### config.mk
export PLATFORM = sky130hd
export DESIGN_NAME = multi_tick_generator_flat
export DESIGN_NICKNAME = d
export VERILOG_FILES = /design/src/rtl/multi_tick_generator_if.sv /design/src/rtl/multi_tick_generator.sv /design/src/flat_wrapper.sv
export SDC_FILE = /design/constraint.sdc
export NUM_CORES = 1
export LEC_CHECK = 0
export ABC_AREA = 1
export BUFFER_PORTS_ARGS = -buffer_cell sky130_fd_sc_hd__clkbuf_2
export CAP_MARGIN = 40
export CORE_MARGIN = 3
export CORE_UTILIZATION = 50
export DETAILED_ROUTE_END_ITERATION = 12
export MAX_ROUTING_LAYER = met4
export PLACE_DENSITY = 0.81
export SYNTH_ARGS = -nofsm -noshare
export SYNTH_HDL_FRONTEND = slang
export SYNTH_SLANG_ARGS = --single-unit
### constraint.sdc
create_clock -name clk -period 3.33 [get_ports clk]
set_clock_uncertainty 0.15 [all_clocks]
set_input_delay 0.666 -clock clk [delete_from_list [all_inputs] [get_ports clk]]
set_output_delay 0.666 -clock clk [all_outputs]
set_load 0.01 [all_outputs]
### src/rtl/multi_tick_generator_if.sv
// Control/status bundle for the multi-channel tick generator.
// master drives the channel controls, slave is the generator itself.
interface multi_tick_generator_if #(
   parameter int NCH   = 2,
   parameter int WIDTH = 32
);
   logic [NCH-1:0]       en;
   logic [NCH-1:0]       restart;
   logic [NCH-1:0]       oneshot;
   logic [NCH-1:0]       div_load;
   logic [NCH*WIDTH-1:0] div_value;
   logic [NCH-1:0]       tick;
   logic [NCH-1:0]       done;
   logic [NCH-1:0]       busy;

   modport master (
      output en, restart, oneshot, div_load, div_value,
      input  tick, done, busy
   );

   modport slave (
      input  en, restart, oneshot, div_load, div_value,
      output tick, done, busy
   );
endinterface

### src/rtl/multi_tick_generator.sv
// NCH independent clock-enable dividers with periodic/one-shot modes,
// restart, pause and runtime-loadable divisors; all outputs registered.
module multi_tick_generator #(
   parameter int NCH         = 2,
   parameter int WIDTH       = 32,
   parameter int DEFAULT_MAX = 100
) (
   input logic                   clk,
   input logic                   rst,
   multi_tick_generator_if.slave bus
);
   localparam logic [WIDTH-1:0] DMAX = WIDTH'(DEFAULT_MAX);
   localparam logic [WIDTH-1:0] ONE  = WIDTH'(1);

   logic [NCH-1:0][WIDTH-1:0] count_q, count_d;
   logic [NCH-1:0][WIDTH-1:0] div_q, div_d;
   logic [NCH-1:0]            armed_q, armed_d;
   logic [NCH-1:0]            done_q, done_d;
   logic [NCH-1:0]            tick_q, tick_d;

   always_comb begin
      count_d = count_q;
      div_d   = div_q;
      armed_d = armed_q;
      done_d  = done_q;
      tick_d  = '0;
      for (int i = 0; i < NCH; i++) begin
         // Divisor update is independent of restart; 0 would never tick.
         if (bus.div_load[i]) begin
            if (bus.div_value[i*WIDTH +: WIDTH] == '0)
               div_d[i] = ONE;
            else
               div_d[i] = bus.div_value[i*WIDTH +: WIDTH];
         end
         if (bus.restart[i]) begin
            count_d[i] = '0;
            done_d[i]  = 1'b0;
            armed_d[i] = 1'b1;
         end else if (bus.en[i] && armed_q[i]) begin
            // >= so a shrunk divisor wraps immediately instead of locking up
            if (count_q[i] >= div_q[i] - ONE) begin
               count_d[i] = '0;
               tick_d[i]  = 1'b1;
               if (bus.oneshot[i]) begin
                  armed_d[i] = 1'b0;
                  done_d[i]  = 1'b1;
               end
            end else begin
               count_d[i] = count_q[i] + ONE;
            end
         end
      end
   end

   always_ff @(posedge clk) begin
      if (rst) begin
         count_q <= '0;
         div_q   <= {NCH{DMAX}};
         armed_q <= '1;
         done_q  <= '0;
         tick_q  <= '0;
      end else begin
         count_q <= count_d;
         div_q   <= div_d;
         armed_q <= armed_d;
         done_q  <= done_d;
         tick_q  <= tick_d;
      end
   end

   assign bus.tick = tick_q;
   assign bus.done = done_q;
   assign bus.busy = armed_q;
endmodule

### src/flat_wrapper.sv
// flat-port wrapper written by rule: the top's interface ports become plain ports
module multi_tick_generator_flat 
#(
   parameter int NCH         = 2,
   parameter int WIDTH       = 32,
   parameter int DEFAULT_MAX = 100
)
  (clk, rst, bus_en, bus_restart, bus_oneshot, bus_div_load, bus_div_value, bus_tick, bus_done, bus_busy);
  multi_tick_generator_if #(.NCH(NCH), .WIDTH(WIDTH)) bus_i ();
  input logic clk;
  input logic rst;
  input wire logic [$bits(bus_i.en)-1:0] bus_en;
  input wire logic [$bits(bus_i.restart)-1:0] bus_restart;
  input wire logic [$bits(bus_i.oneshot)-1:0] bus_oneshot;
  input wire logic [$bits(bus_i.div_load)-1:0] bus_div_load;
  input wire logic [$bits(bus_i.div_value)-1:0] bus_div_value;
  output wire logic [$bits(bus_i.tick)-1:0] bus_tick;
  output wire logic [$bits(bus_i.done)-1:0] bus_done;
  output wire logic [$bits(bus_i.busy)-1:0] bus_busy;
  assign bus_i.en = bus_en;
  assign bus_i.restart = bus_restart;
  assign bus_i.oneshot = bus_oneshot;
  assign bus_i.div_load = bus_div_load;
  assign bus_i.div_value = bus_div_value;
  assign bus_tick = bus_i.tick;
  assign bus_done = bus_i.done;
  assign bus_busy = bus_i.busy;
  multi_tick_generator #(.NCH(NCH), .WIDTH(WIDTH), .DEFAULT_MAX(DEFAULT_MAX)) u_core (.clk(clk), .rst(rst), .bus(bus_i));
endmodule
Word-level counts from Yosys, hierarchy flattened
Cells that the tools add are included.
- register bits after elaboration: 134
- input port bits: 74
- output and inout bits: 6
- logic and storage cells: 34
- $add $sub $neg: 4
- order comparisons: 2
- multiplexer cells: 6
- bitwise operators: 2
- reductions and logical operators: 10
- operator list (operator ; number):
    $mux W32 ; 4
    $add A32 B1 Y32 const B ; 2
    $ge A32 B32 Y1 ; 2
    $logic_not A32 Y1 ; 2
    $sub A32 B1 Y32 const B ; 2
    $reduce_and A3 Y1 ; 2
    $reduce_or A3 Y1 ; 2
    $reduce_or A2 Y1 ; 2
    $logic_and A1 B1 Y1 ; 2
    $mux W1 ; 2
    $not A1 Y1 ; 2

Logic depth before layout (Yosys ltp)
- word-level depth: 3
- gate-level depth with buffers: 23
- depth with buffers taken out: 22

Worst setup path before layout
Ideal clock, no wire load.
- kind: reg-to-reg
- start point: reg u_core.div_q[0] (netlist bit)
- end point: reg u_core.count_q[12] (netlist bit)
- setup time: 0.121 ns
- data arrival time: 2.645 ns
- required time: 3.059 ns
- setup slack: 0.414 ns
- cell stages (with the launch flop): 21
- path buffers: 2
- clock period less this slack: 2.916 ns
- cell sequence: dfxtp_1 -> inv_1 -> ha_1 -> nand2_1 -> nor4_4 -> nand3_1 -> nor2_1 -> nand3_1 -> xor2_1 -> ha_1 -> nand2_1 -> inv_1 -> nand4_1 -> a21oi_1 -> nor2_1 -> nand2_2 -> nand2_2 -> nand2_2 -> buf_6 -> buf_12 -> nor2_4
- longest elaborated chain between the ends: 3
- RTL lines (item ; RTL line ; text):
    start: declaration ; multi_tick_generator.sv:16 ; logic [NCH-1:0][WIDTH-1:0] div_q, div_d;
    start signal: assignment ; multi_tick_generator.sv:58 ; div_q <= {NCH{DMAX}};
    start signal: assignment ; multi_tick_generator.sv:64 ; div_q <= div_d;
    $sub A32 B1 Y32 ; multi_tick_generator.sv:41 ; if (count_q[i] >= div_q[i] - ONE) begin
    $ge A32 B32 Y1 ; multi_tick_generator.sv:41 ;
    $mux W32 ; multi_tick_generator.sv:41 ;
    end signal: assignment ; multi_tick_generator.sv:63 ; count_q <= count_d;
    end: declaration ; multi_tick_generator.sv:15 ; logic [NCH-1:0][WIDTH-1:0] count_q, count_d;
No other way between the ends.
A chain may end at the register's enable or synchronous reset.

Worst setup path after layout
- start point: reg u_core.div_q[33] (netlist bit)
- end point: reg u_core.count_q[43] (netlist bit)
The elaborated chain is that of the path after synthesis.

==> impl_metrics.toml <==
[cells_and_area]
drive_above_1_share_pct = 18.9
fillers = 1488
fin_nets = 1518
fin_cells = 1614
multi_input_area_sq_um = 5710
layout_common_cells = "nand2_1 (201), nor2_1 (170), inv_1 (166)"
n_antenna_cell = 0
final_common_cell = "nand2_1"
synthToLayoutAreaGrowth_pct = 19.8
seq_area_sq_um = 2690

[synthesis]
ys.flop_type = "dfxtp_1"
synth_cell_types = 44
synth-edff-count = 0
async_flop_share_pct = 0
yosys_warnings = 0
synth.net_count = 1417
syn_inst = 1275
avgSynthCellArea_sq_um = 7.04
yosysSeqAreaShare_pct = 29.9
synth_seq_cells = 134
syn_area_sq_um = 8970

[detailed_routing]
first_pass_iters = 5
wl_met1_mm = 10.9
via_count = 8798
antenna_left = 0
route.met3.wl_mm = 1.65
routed.top_layer = "met4"
viasPerCell = 5.45
wl_per_cell_um = 15.3
drt_iter0_markers = 732
wl_met2_mm = 11.7
wl_mm = 24.6
drcViolationCount = 0

[worst_setup_path]
crit_type = "flip-flop to flip-flop"
cp_top_family = "simple AND/OR/NAND/NOR gates"
cp_num_buf_inv = 3
end_kind = "flip-flop"
cpPeakStageDelay_ns = 0.34
cp-start-kind = "flip-flop"
critPathLaunch = "u_core.div_q[33]$_SDFFE_PP0P_"
required_ns = 3.54
cp_max_fo = 15
worstPathCellList = "or2_4 -> nor2_4 -> nand3_4 -> inv_2 -> nand3_2 -> nor3_1 -> xnor2_1 -> ha_1 -> a21oi_1 -> o21ai_0 -> nand2_1 -> nand2_1 -> a21oi_4 -> nand2_2 -> nand2_4 -> nand2_4 -> buf_12 -> buf_16 -> nor2_1"
r2r_slack_ns = 0.06
arrival_ns = 3.48
worst-r2r-cell-count = 19
rr_startpoint = "u_core.div_q[33]$_SDFFE_PP0P_"
timing.rr.end = "u_core.count_q[43]$_SDFFE_PP0P_"
crit_path_top_delay_cell = "dfxtp_2"

[place]
routabilityCongestion = 0.883
hpwl_mm = 17.6
place_inst = 1565
io_buffers = 79
dp_slack_ns = -0.0251

[die]
core_area_sq_um = 17400
initial_core_util_pct = 51.5
fp-row-count = 48
die_h_um = 140
dieArea_sq_um = 19600
boundaryPins = 80
die_w_um = 140

[grt]
grt_usage_pct = 24.2
grt_pass1_wl_mm = 38.0
grt_max_degree = 54
grt_pass1_vias = 7959
antenna_found_initial = 0
grt_overflow = 0

[sta]
slew_headroom_pct = 43.0
worstMarginPinSlew_ns = 0.847
hold_ws_ns = 0.297
finalCritPeriodShare_pct = 98.2
slew_violations = 0
final_hold_viol_count = 0
fin_ws_ns = 0.0589
setup_viol = 0
period_minus_slack_ns = 3.27
fmax_ghz = 0.306

[clock_network]
cts.path.max_buffers = 2
cts_sinks = 134
cts_root_buf = "clkbuf_16"
h-tree-depth = 4
numCtsBuffers = 17
insertion_delay_ns = 0.43
clk_pin_slew_ns = 0.07
cts_tree = "yes"

[hold_path]
hold_end = "u_core.bus.done[0]$_SDFFE_PP0P_"
holdCritStartpoint = "u_core.bus.done[0]$_SDFFE_PP0P_"
hp-class = "flip-flop to flip-flop"
whs_path_depth = 2

[power_and_ir_drop]
power_uw = 4310
p_leak_uw = 0.00484
powerDensity_nw_per_um2 = 401
max-vdd-ir-drop_v = 0.000396

[outcome]
run_status = "finished, final reports clean"

[run]
cap_violations = 0
[synth_stat cells (2+ instances only)]
library cell	instances	share of area (%)
nand3_2	7	0.78
nor4_4	2	0.47
dfxtp_1	134	30
nor2_1	187	7.8
and2_1	3	0.21
nor4_1	11	0.77
xnor2_1	32	3.1
nor2_4	22	2.8
nor2_2	12	0.84
nor3_1	20	1.1
inv_2	7	0.29
buf_2	5	0.28
inv_1	171	7.2
nor3_2	4	0.45
clkbuf_1	20	0.84
nand4_1	43	3.0
a21oi_1	90	5.0
o22ai_1	5	0.35
a21o_1	6	0.50
nand2_2	11	0.77
ha_1	68	9.5
nand2_1	212	8.9
nand3_1	46	2.6
a31oi_1	3	0.21
or2_1	2	0.14
xor2_1	62	6.1
o21ai_0	72	4.0
o21a_1	2	0.17
[layer usage]
metal  up-vias  track usage, %
met5         -               -
met4         0            6.63
met3        53            4.47
met2       319            38.7
met1      4096            31.7
li1       4330               -
[what timing repair did]
item | in CTS | in global routing
buffers inserted | 3 | 10
hold buffers | 0 | 0
gates cloned | 1 | 3
endpoints found under the setup margin | 30 | 63
pin swaps | 4 | 20
resized for setup | 7 | 61
hold endpoints to repair | 0 | 0
[flip-flops by register name, indices dropped and copies added (netlist names)]
signal           cells
u_core.bus.tick      2
u_core.count_q      64
u_core.div_q        64
u_core.bus.done      2
u_core.bus.busy      2
[worst max-delay path by stage]
stage | endpoint | depth (start not counted)
floorplan | u_core.count_q[12]$_SDFFE_PP0P_ | 20
global placement | u_core.count_q[62]$_SDFFE_PP0P_ | 21
detailed placement | u_core.count_q[61]$_SDFFE_PP0P_ | 21
CTS | u_core.count_q[50]$_SDFFE_PP0P_ | 21
global route | u_core.count_q[57]$_SDFFE_PP0P_ | 19
finish | u_core.count_q[43]$_SDFFE_PP0P_ | 19
[cells by family (layout without fill, tap and decap cells)]
group           count (synthesis)  after routing  share of synthesized area (%)
flops                         134            134                           29.9
fa+ha+maj                      68             68                           9.48
compound gates                182            182                           10.6
xor+xnor                       94             94                           9.18
simple gates                  592            592                           31.9
buf+inv                       205            319                           8.91
[metrics by stage]
step / util, % / setup TNS (ns) / cell area [sq um]
after global routing: 61.7 / -2.29 / 10800
final: 61.7 / 0 / 10800
after global placement: 55.4 / 0 / 9660
after detailed placement: 55.6 / -0.278 / 9680
after CTS: 59.6 / 0 / 10400
after floorplan: - / 0 / 8970
[report_power, final]
| group | internal, uW | leakage (uW) | switching [uW] |
|---|---|---|---|
| clock network | 1290 | 0.000302 | 736 |
| registers | 1660 | 0.00110 | 73.3 |
| logic | 220 | 0.00344 | 330 |
[worst min-delay path: stages, from the launching register on]
cell	delay [ns]
dfxtp_1	0.30
inv_1	0.05
a21oi_1	0.05
[final cells by class]
| type | count | area share [%] |
|---|---|---|
| tap | 225 | 2.62 |
| clock buffer | 20 | 4.25 |
| multi-input combinational | 936 | 53.1 |
| clock inverter | 12 | 1.63 |
| timing repair buffer | 109 | 7.18 |
| sequential | 134 | 25.0 |
| inverter | 178 | 6.22 |
(Power assumes the default switching activity.)
